**config.mk**
```make
export PLATFORM = sky130hd
export DESIGN_NAME = prog_loader
export DESIGN_NICKNAME = d
export VERILOG_FILES = /design/src/rtl/prog_loader.sv
export SDC_FILE = /design/constraint.sdc
export NUM_CORES = 1
export LEC_CHECK = 0
export CAP_MARGIN = 20
export CORE_MARGIN = 4
export CORE_UTILIZATION = 45
export DETAILED_ROUTE_END_ITERATION = 12
export SLEW_MARGIN = 20
export SYNTH_ARGS = -nofsm -noshare
export SYNTH_HDL_FRONTEND = slang
export SYNTH_SLANG_ARGS = --single-unit
```
**constraint.sdc**
```tcl
create_clock -name clk -period 2.2 [get_ports clk]
set_input_delay 0.22 -clock clk [delete_from_list [all_inputs] [get_ports clk]]
set_output_delay 0.22 -clock clk [all_outputs]
set_load 0.02 [all_outputs]
```
**src/rtl/prog_loader.sv**
```systemverilog
// prog_loader: serial program loader and writable program store for the
// 1-bit processor core. Replaces the fixed program ROM upstream of decode.
//
// A program arrives over a 3-wire serial link (ld_en frames the transfer,
// ld_sclk is the bit clock, ld_sdi carries data MSB first, 8 bits per word).
// All three inputs are asynchronous and are synchronised into clk.
// While a load is in progress the core is held in reset via core_rst.
//
// Ports:
//   clk, rst          system clock, async active-high reset
//   ld_en             load frame (async)
//   ld_sclk, ld_sdi   serial bit clock / data (async)
//   pc_addr [N-1:0]   program counter address
//   instruction[7:0]  mem[pc_addr], combinational read
//   core_rst          reset to PC/control; rst | (state != RUN)
//   ld_done           1-cycle pulse on successful load
//   ld_err            sticky error, cleared on load start or rst
//
// Build option: define PROG_DEFAULT_EN to reset mem to DEFAULT_PROG and
// start in RUN, so the core runs a built-in program without a serial load.
module prog_loader #(
  parameter int                      N            = 2,
  parameter int                      SYNC_STAGES  = 2,
  parameter logic [8*(2**N)-1:0]     DEFAULT_PROG = '0
) (
  input  logic         clk,
  input  logic         rst,
  input  logic         ld_en,
  input  logic         ld_sclk,
  input  logic         ld_sdi,
  input  logic [N-1:0] pc_addr,
  output logic [7:0]   instruction,
  output logic         core_rst,
  output logic         ld_done,
  output logic         ld_err
);

  localparam int DEPTH = 2**N;
  // wcnt value meaning "every word already written"
  localparam logic [N:0] WFULL = {1'b1, {N{1'b0}}};

  typedef enum logic [1:0] {IDLE, LOAD, RUN} state_t;

`ifdef PROG_DEFAULT_EN
  localparam state_t                  RST_STATE = RUN;
  localparam logic [DEPTH-1:0][7:0]   RST_MEM   = DEFAULT_PROG;
`else
  localparam state_t                  RST_STATE = IDLE;
  localparam logic [DEPTH-1:0][7:0]   RST_MEM   = '0;
`endif

  state_t                state;
  logic [DEPTH-1:0][7:0] mem;
  logic [6:0]            shift;
  logic [2:0]            bitcnt;
  logic [N:0]            wcnt;

  // ---------------------------------------------------------------------
  // Input synchronisers followed by one edge-detect flop. An input edge
  // acts on the (SYNC_STAGES+1)th clk edge after it.
  // ---------------------------------------------------------------------
  logic [SYNC_STAGES-1:0] en_s, sclk_s, sdi_s;
  logic                   en_q, sclk_q;

  always_ff @(posedge clk or posedge rst) begin
    if (rst) begin
      en_s   <= '0;
      sclk_s <= '0;
      sdi_s  <= '0;
      en_q   <= 1'b0;
      sclk_q <= 1'b0;
    end else begin
      en_s   <= {en_s[SYNC_STAGES-2:0],   ld_en};
      sclk_s <= {sclk_s[SYNC_STAGES-2:0], ld_sclk};
      sdi_s  <= {sdi_s[SYNC_STAGES-2:0],  ld_sdi};
      en_q   <= en_s[SYNC_STAGES-1];
      sclk_q <= sclk_s[SYNC_STAGES-1];
    end
  end

  logic en_rise, en_fall, sclk_rise, sdi_bit;
  assign en_rise   =  en_s[SYNC_STAGES-1]   & ~en_q;
  assign en_fall   = ~en_s[SYNC_STAGES-1]   &  en_q;
  assign sclk_rise =  sclk_s[SYNC_STAGES-1] & ~sclk_q;
  // sdi shares the sclk latency, so it is the bit that was stable at the rise
  assign sdi_bit   =  sdi_s[SYNC_STAGES-1];

  // ---------------------------------------------------------------------
  // Load FSM and program store
  // ---------------------------------------------------------------------
  always_ff @(posedge clk or posedge rst) begin
    if (rst) begin
      state   <= RST_STATE;
      mem     <= RST_MEM;
      shift   <= '0;
      bitcnt  <= '0;
      wcnt    <= '0;
      ld_done <= 1'b0;
      ld_err  <= 1'b0;
    end else begin
      ld_done <= 1'b0;
      if (en_rise) begin
        // a new frame restarts the load from any state
        state  <= LOAD;
        bitcnt <= '0;
        wcnt   <= '0;
        ld_err <= 1'b0;
      end else if (state == LOAD) begin
        if (en_fall) begin
          if (ld_err) begin
            state <= IDLE;
          end else if (bitcnt == 3'd0 && wcnt != '0) begin
            state   <= RUN;
            ld_done <= 1'b1;
          end else begin
            // partial trailing word or empty frame; partial bits are dropped
            state  <= IDLE;
            ld_err <= 1'b1;
          end
        end else if (sclk_rise) begin
          shift <= {shift[5:0], sdi_bit};
          if (bitcnt == 3'd7) begin
            bitcnt <= '0;
            if (wcnt == WFULL) begin
              // store full: discard the word, no wrap
              ld_err <= 1'b1;
            end else begin
              mem[wcnt[N-1:0]] <= {shift, sdi_bit};
              wcnt             <= wcnt + 1'b1;
            end
          end else begin
            bitcnt <= bitcnt + 3'd1;
          end
        end
      end
    end
  end

  assign instruction = mem[pc_addr];
  assign core_rst    = rst | (state != RUN);

endmodule
```
### Word-level counts from Yosys, hierarchy flattened

Index checks and enable logic that the tools add are counted.

* multiply operators: 0
* divide/modulo/power cells: 0
* reduce and logical (&&, ||, !) cells: 17
* bitwise gates (word level): 10
* eq/ne operators: 6
* multiplexer cells: 34
* add/sub/neg operators: 2
* shifts and indexed selects: 0
* order comparisons: 3

Operators by type and width (count)
* $mux W3: 11
* $bwmux W32: 1
* $bmux W8 S2: 1
* $demux W8 S2: 1
* $mux W8: 2
* $mux W1: 13
* $reduce_bool A3 Y1: 4
* $mux W2: 5
* $reduce_and A4 Y1: 2
* $reduce_bool A2 Y1: 4
* $add A3 B1 Y3 const B: 2
* $eq A3 B3 Y1 const B: 2
* $lt A2 B3 Y1 const B: 2
* $ne A2 B2 Y1 const B: 3
* $not A1 Y1: 6
* $reduce_and A6 Y1: 1
* $reduce_and A5 Y1: 1
* $and A1 B1 Y1: 3
* $logic_not A3 Y1: 1
* $reduce_and A3 Y1: 1
* $eq A2 B1 Y1 const B: 1
* $ge A2 B1 Y1 const B: 1
* $logic_and A1 B1 Y1: 2
* $reduce_and A2 Y1: 1
* $or A1 B1 Y1: 1

* register bits: 57
* memories: 0
* RAM bits: 0
* word-level logic and storage cells: 87
* output and inout port bits: 11
* bits in latches: 0
* memory bits (read-only): 0

### Logic depth before layout (Yosys ltp)

* word-level depth: 7
* mapped depth: 8
* depth with buffers taken out: 6

### Worst setup path before layout

No wires, ideal clock.

* kind: register to register
* from: reg wcnt[0]
* to: reg mem[0] (netlist name)
* setup slack: 0.345 ns
* arrival time: 1.730 ns
* clock period less this slack: 1.855 ns
* stages on the path, launching flop included: 8
* path through: dfrtp_1 inv_1 ha_1 a21boi_1 and3_4 buf_12 nand2_8 mux2_4

* longest elaborated chain between the ends: 5
* elaborated cells between the ends (all ways): 9
* those cells by class: order compare (2); eq/ne (1); mux (3); bitwise (1); reduce/logical (2)

Ends and longest elaborated chain
* start, declared: line 56 `logic [N:0] wcnt;`
* start signal, assigned: line 129 `wcnt <= wcnt + 1'b1;`
* $lt A2 B3 Y1 (not written as such) or $ge A2 B1 Y1 (tied branches): line 128 `mem[wcnt[N-1:0]] <= {shift, sdi_bit};`
* $logic_and A1 B1 Y1 (not written as such): line 128
* $mux W8 (not written as such): line 128
* $demux W8 S2: line 128
* $bwmux W32: line 128
* end signal, assigned by index: line 128
* end, declared: line 53 `logic [DEPTH-1:0][7:0] mem;`

Parallel ways exist; a longest one is shown, timed or not.
A chain may end at the register's enable or synchronous reset.

### Final worst setup path

* from: in pc_addr[0]
* to: out instruction[1]

* longest elaborated chain between the ends: 2

Ends and longest elaborated chain
* start, declared: line 31 `input logic [N-1:0] pc_addr,`
* $bmux W8 S2: line 139 `assign instruction = mem[pc_addr];`
* $mux W8 (not written as such): line 139
* end, declared: line 32 `output logic [7:0] instruction,`

Every way passes these cells. The select of a mux whose other input is x is not followed.

==> results_dict.tcl <==
set metrics [dict create \
    status "finished clean" \
    drc 0 \
    instances_no_fill 280 \
    minimum_setup_slack_after_placement_ns 0.04082 \
    drv_cap 0 \
    finalMaxSlewViolations 0 \
    avgRoutedWirePerCell_um 18.00 \
    grt_pass1_vias 1681 \
    multi_input_comb_area_um2 1186 \
    synth_simple_gate_area_share_pct 7.760 \
    end_of_the_critical_path "instruction[1]" \
    post-route-worst-setup-slack_ns 0.04759 \
    maximum_fanout_encountered_on_the_critical_timing_path 8 \
    layout_worst_path_cycle_share_pct 97.84 \
    power_per_cell_area_nw_per_um2 720.3 \
    cpPeakStageDelay_ns 0.55 \
    gp_congestion 0.8494 \
    worstPathRequired_ns 1.98 \
    r2r-start "bitcnt[0]$_DFFE_PP0P_" \
    cts_num_sinks 57 \
    clockRootBuffer "sky130_fd_sc_hd__clkbuf_8" \
    clock.fmax_mhz 464.6 \
    detailedRoute.firstIterationViolations 65 \
    detail_route.vias_per_cell 5.339 \
    top_level_ports 18 \
    chipWidth_um 85.36 \
    setup_viol_count_final 0 \
    synth-xor-area-share_pct 0 \
    ir_drop_mv 0.4409 \
    r2r.worst_path.cells 6 \
    clkLatencyLatePin_ns 0.33 \
    launching_instance_or_port_of_the_critical_path "pc_addr[0]" \
    final.fill_count 423 \
    cts_max_level 3 \
    worstReg2RegEnd "mem[24]$_DFFE_PP0P_" \
    synth_fp_nets 187 \
    synthAdderAreaFrac_pct 4.182 \
    grt_start_max_net_pins 32 \
    firstDrtPassIters 5 \
    track_usage_pct 15.49 \
    tritoncts.num_buffers 9 \
    post_layout_net_count 219 \
    gr-total-overflow 0 \
    initial_core_utilization_pct 47.73 \
    final_hold_viol_count 0 \
    cts_tree "yes" \
    grt_antenna_before_repair 0 \
    area_growth_pct 19.24 \
    post_cts.resized_instances 0 \
    startpoint_to_endpoint_class_of_the_critical_path "in -> out" \
    buffer_ports.inserted 17 \
    crit_slowest_cell "sky130_fd_sc_hd__clkdlybuf4s50_1" \
    ctsLongestPathBuffers 2 \
    synth-compound-area-share_pct 4.229 \
    type_of_element_launching_the_critical_path "primary input" \
    avgSynthCellArea_um2 15.75 \
    post_synth_instance_area_um2 2693 \
    vias 1495 \
    synth.distinct_cells 29 \
    clk_pin_slew_ns 0.06 \
    synth_mux_area_share_pct 27.88 \
    instance_count_of_the_mapped_netlist 171 \
    drive_gt1_share_pct 37.50 \
    yosys_warns 0 \
    slew_headroom_pct 72.70 \
    n_antenna_cell 0 \
    synth-seq-cells 57 \
    grt_pass1_wl_mm 8.549 \
    chipHeight_um 85.36 \
    dp_hpwl_mm 3.536 \
    floorplan.die_area_um2 7285 \
    timing_worst_slew_pin_value_ns 0.4040 \
    drt_wl_total_mm 5.041 \
    finClkSkew_ns 0.006114 \
    hold_path_class "in -> async" \
    register_area_share_after_synthesis_pct 52.97 \
    grt_setup_unrepaired "no" \
    timing.critical_path.cells "clkdlybuf4s50_1 -> buf_12 -> mux4_2 -> clkdlybuf4s50_1" \
    cp_common_cell "sky130_fd_sc_hd__clkdlybuf4s50_1" \
    postCtsSetupBuffers 0 \
    total_leakage_power_uw 0.001595 \
    final.setup.tns_ns 0 \
    core_um2 5642 \
    critical_path_arrival_ns 1.93 \
    antenna_violating_nets_left 0 \
    end_kind "output port" \
    combinational_family_with_the_most_area_after_synthesis "multiplexers" \
    hold_buffers 0 \
    setup.reg_to_reg.worst_slack_ns 0.12 \
    placed_cells_incl_taps 264 \
    num_rows 27 \
    sequential_cell_area_um2 1426 \
    finalWorstPathRequiredPeriod_ns 2.152 \
]
worst min-delay path by stage:
stage | to | from | cells after the start | slack (ns)
floorplan | en_s[0]$_DFF_PP0_ | ld_en | 0 | 0.25
global placement | sdi_s[1]$_DFF_PP0_ | sdi_s[0]$_DFF_PP0_ | 0 | 0.33
detailed placement | sdi_s[1]$_DFF_PP0_ | sdi_s[0]$_DFF_PP0_ | 0 | 0.34
CTS | ld_done$_DFF_PP0_ | rst | 3 | 0.26
global route | state[1]$_DFFE_PP0P_ | rst | 3 | 0.29
finish | state[1]$_DFFE_PP0P_ | rst | 3 | 0.27
worst max-delay path, delay by kind of cell:
family,cells,cell delay [ns]
buffers and inverters,3,1.21
multiplexers,1,0.50
metal layers:
| metal | GRT usage [%] | vias to the layer above | wire length [um] |
|---|---|---|---|
| li1 | - | 687 | - |
| met1 | 18.21 | 769 | 2108 |
| met2 | 26.06 | 30 | 2619 |
| met3 | 5.049 | 9 | 201 |
| met4 | 6.331 | 0 | 112 |
| met5 | 0 | - | 0 |
cell type report:
cell class | instances | area share (%)
tap | 72 | 2.806
sequential | 57 | 44.43
clock inverter | 2 | 1.091
inverter | 10 | 1.169
multi-input combinational | 99 | 36.94
timing repair buffer | 26 | 8.184
clock buffer | 14 | 5.378
power by group:
part / internal [uW] / switching, uW / total [uW]
Clock: 615 / 384 / 999
Sequential: 1090 / 53.3 / 1140
Combinational: 89.9 / 81.3 / 171
cells by family after synthesis:
logic type               after synthesis
flip-flops                            57
adder cells (fa/ha/maj)                9
AND/OR/NAND/NOR                       25
buffers and inverters                 15
AO/OA/AOI/OAI                         17
multiplexers                          48
flip-flops by register name (all words and copies together), names as in the netlist, 2 cells and up:
register  cells
bitcnt        3
en_s          2
mem          32
sclk_s        2
sdi_s         2
shift         7
state         2
wcnt          3
cell usage in the layout (no fill, tap or decap), types with 2 or more instances in the layout:
cell / Yosys / routed
sky130_fd_sc_hd__buf_4: 2 / 7
sky130_fd_sc_hd__nand2b_1: 2 / 2
sky130_fd_sc_hd__clkbuf_1: 2 / 2
sky130_fd_sc_hd__nand2_8: 4 / 4
sky130_fd_sc_hd__clkbuf_8: 0 / 12
sky130_fd_sc_hd__o21ai_0: 5 / 5
sky130_fd_sc_hd__buf_12: 1 / 2
sky130_fd_sc_hd__nor4bb_1: 2 / 2
sky130_fd_sc_hd__nand2_1: 7 / 7
sky130_fd_sc_hd__a31oi_1: 2 / 2
sky130_fd_sc_hd__ha_1: 9 / 9
sky130_fd_sc_hd__dfrtp_1: 57 / 57
sky130_fd_sc_hd__nor2_1: 3 / 3
sky130_fd_sc_hd__a21oi_1: 3 / 3
sky130_fd_sc_hd__clkdlybuf4s50_1: 0 / 17
sky130_fd_sc_hd__mux4_2: 8 / 8
sky130_fd_sc_hd__a32o_1: 3 / 3
sky130_fd_sc_hd__mux2_2: 8 / 8
sky130_fd_sc_hd__mux2_4: 32 / 32
sky130_fd_sc_hd__inv_1: 10 / 9
synthesized netlist by cell type, drive strengths merged:
cell,number,area (um^2)
clkbuf,2,7.510
a211oi,1,7.510
nand3,1,5.000
a31oi,2,12.51
and4b,1,10.01
nand4b,1,8.760
and3,1,11.26
mux2,40,570.6
and4bb,1,12.51
nand2b,2,12.51
inv,10,37.54
o21bai,1,7.510
a31o,1,8.760
nor3,1,5.000
and2,1,6.260
buf,3,35.03
a21oi,3,15.01
a21boi,1,7.510
dfrtp,57,1426
o21ai,5,25.02
mux4,8,180.2
ha,9,112.6
nor4bb,2,20.02
nand2,11,106.4
nor2,3,11.26
a32o,3,30.03
per-stage QoR:
step	total power (uW)	hold WS (ns)	instance area (um^2)	utilization [%]
finish	2313	0.2662	3211	56.91
global route	2426	0.2862	3211	56.91
CTS	2355	0.2645	3211	56.91
detailed placement	1334	0.3378	3003	53.23
global placement	1322	0.3342	3003	53.23
floorplan	1255	0.2514	2693	-
Note: power is estimated with default switching activity, not from simulation.
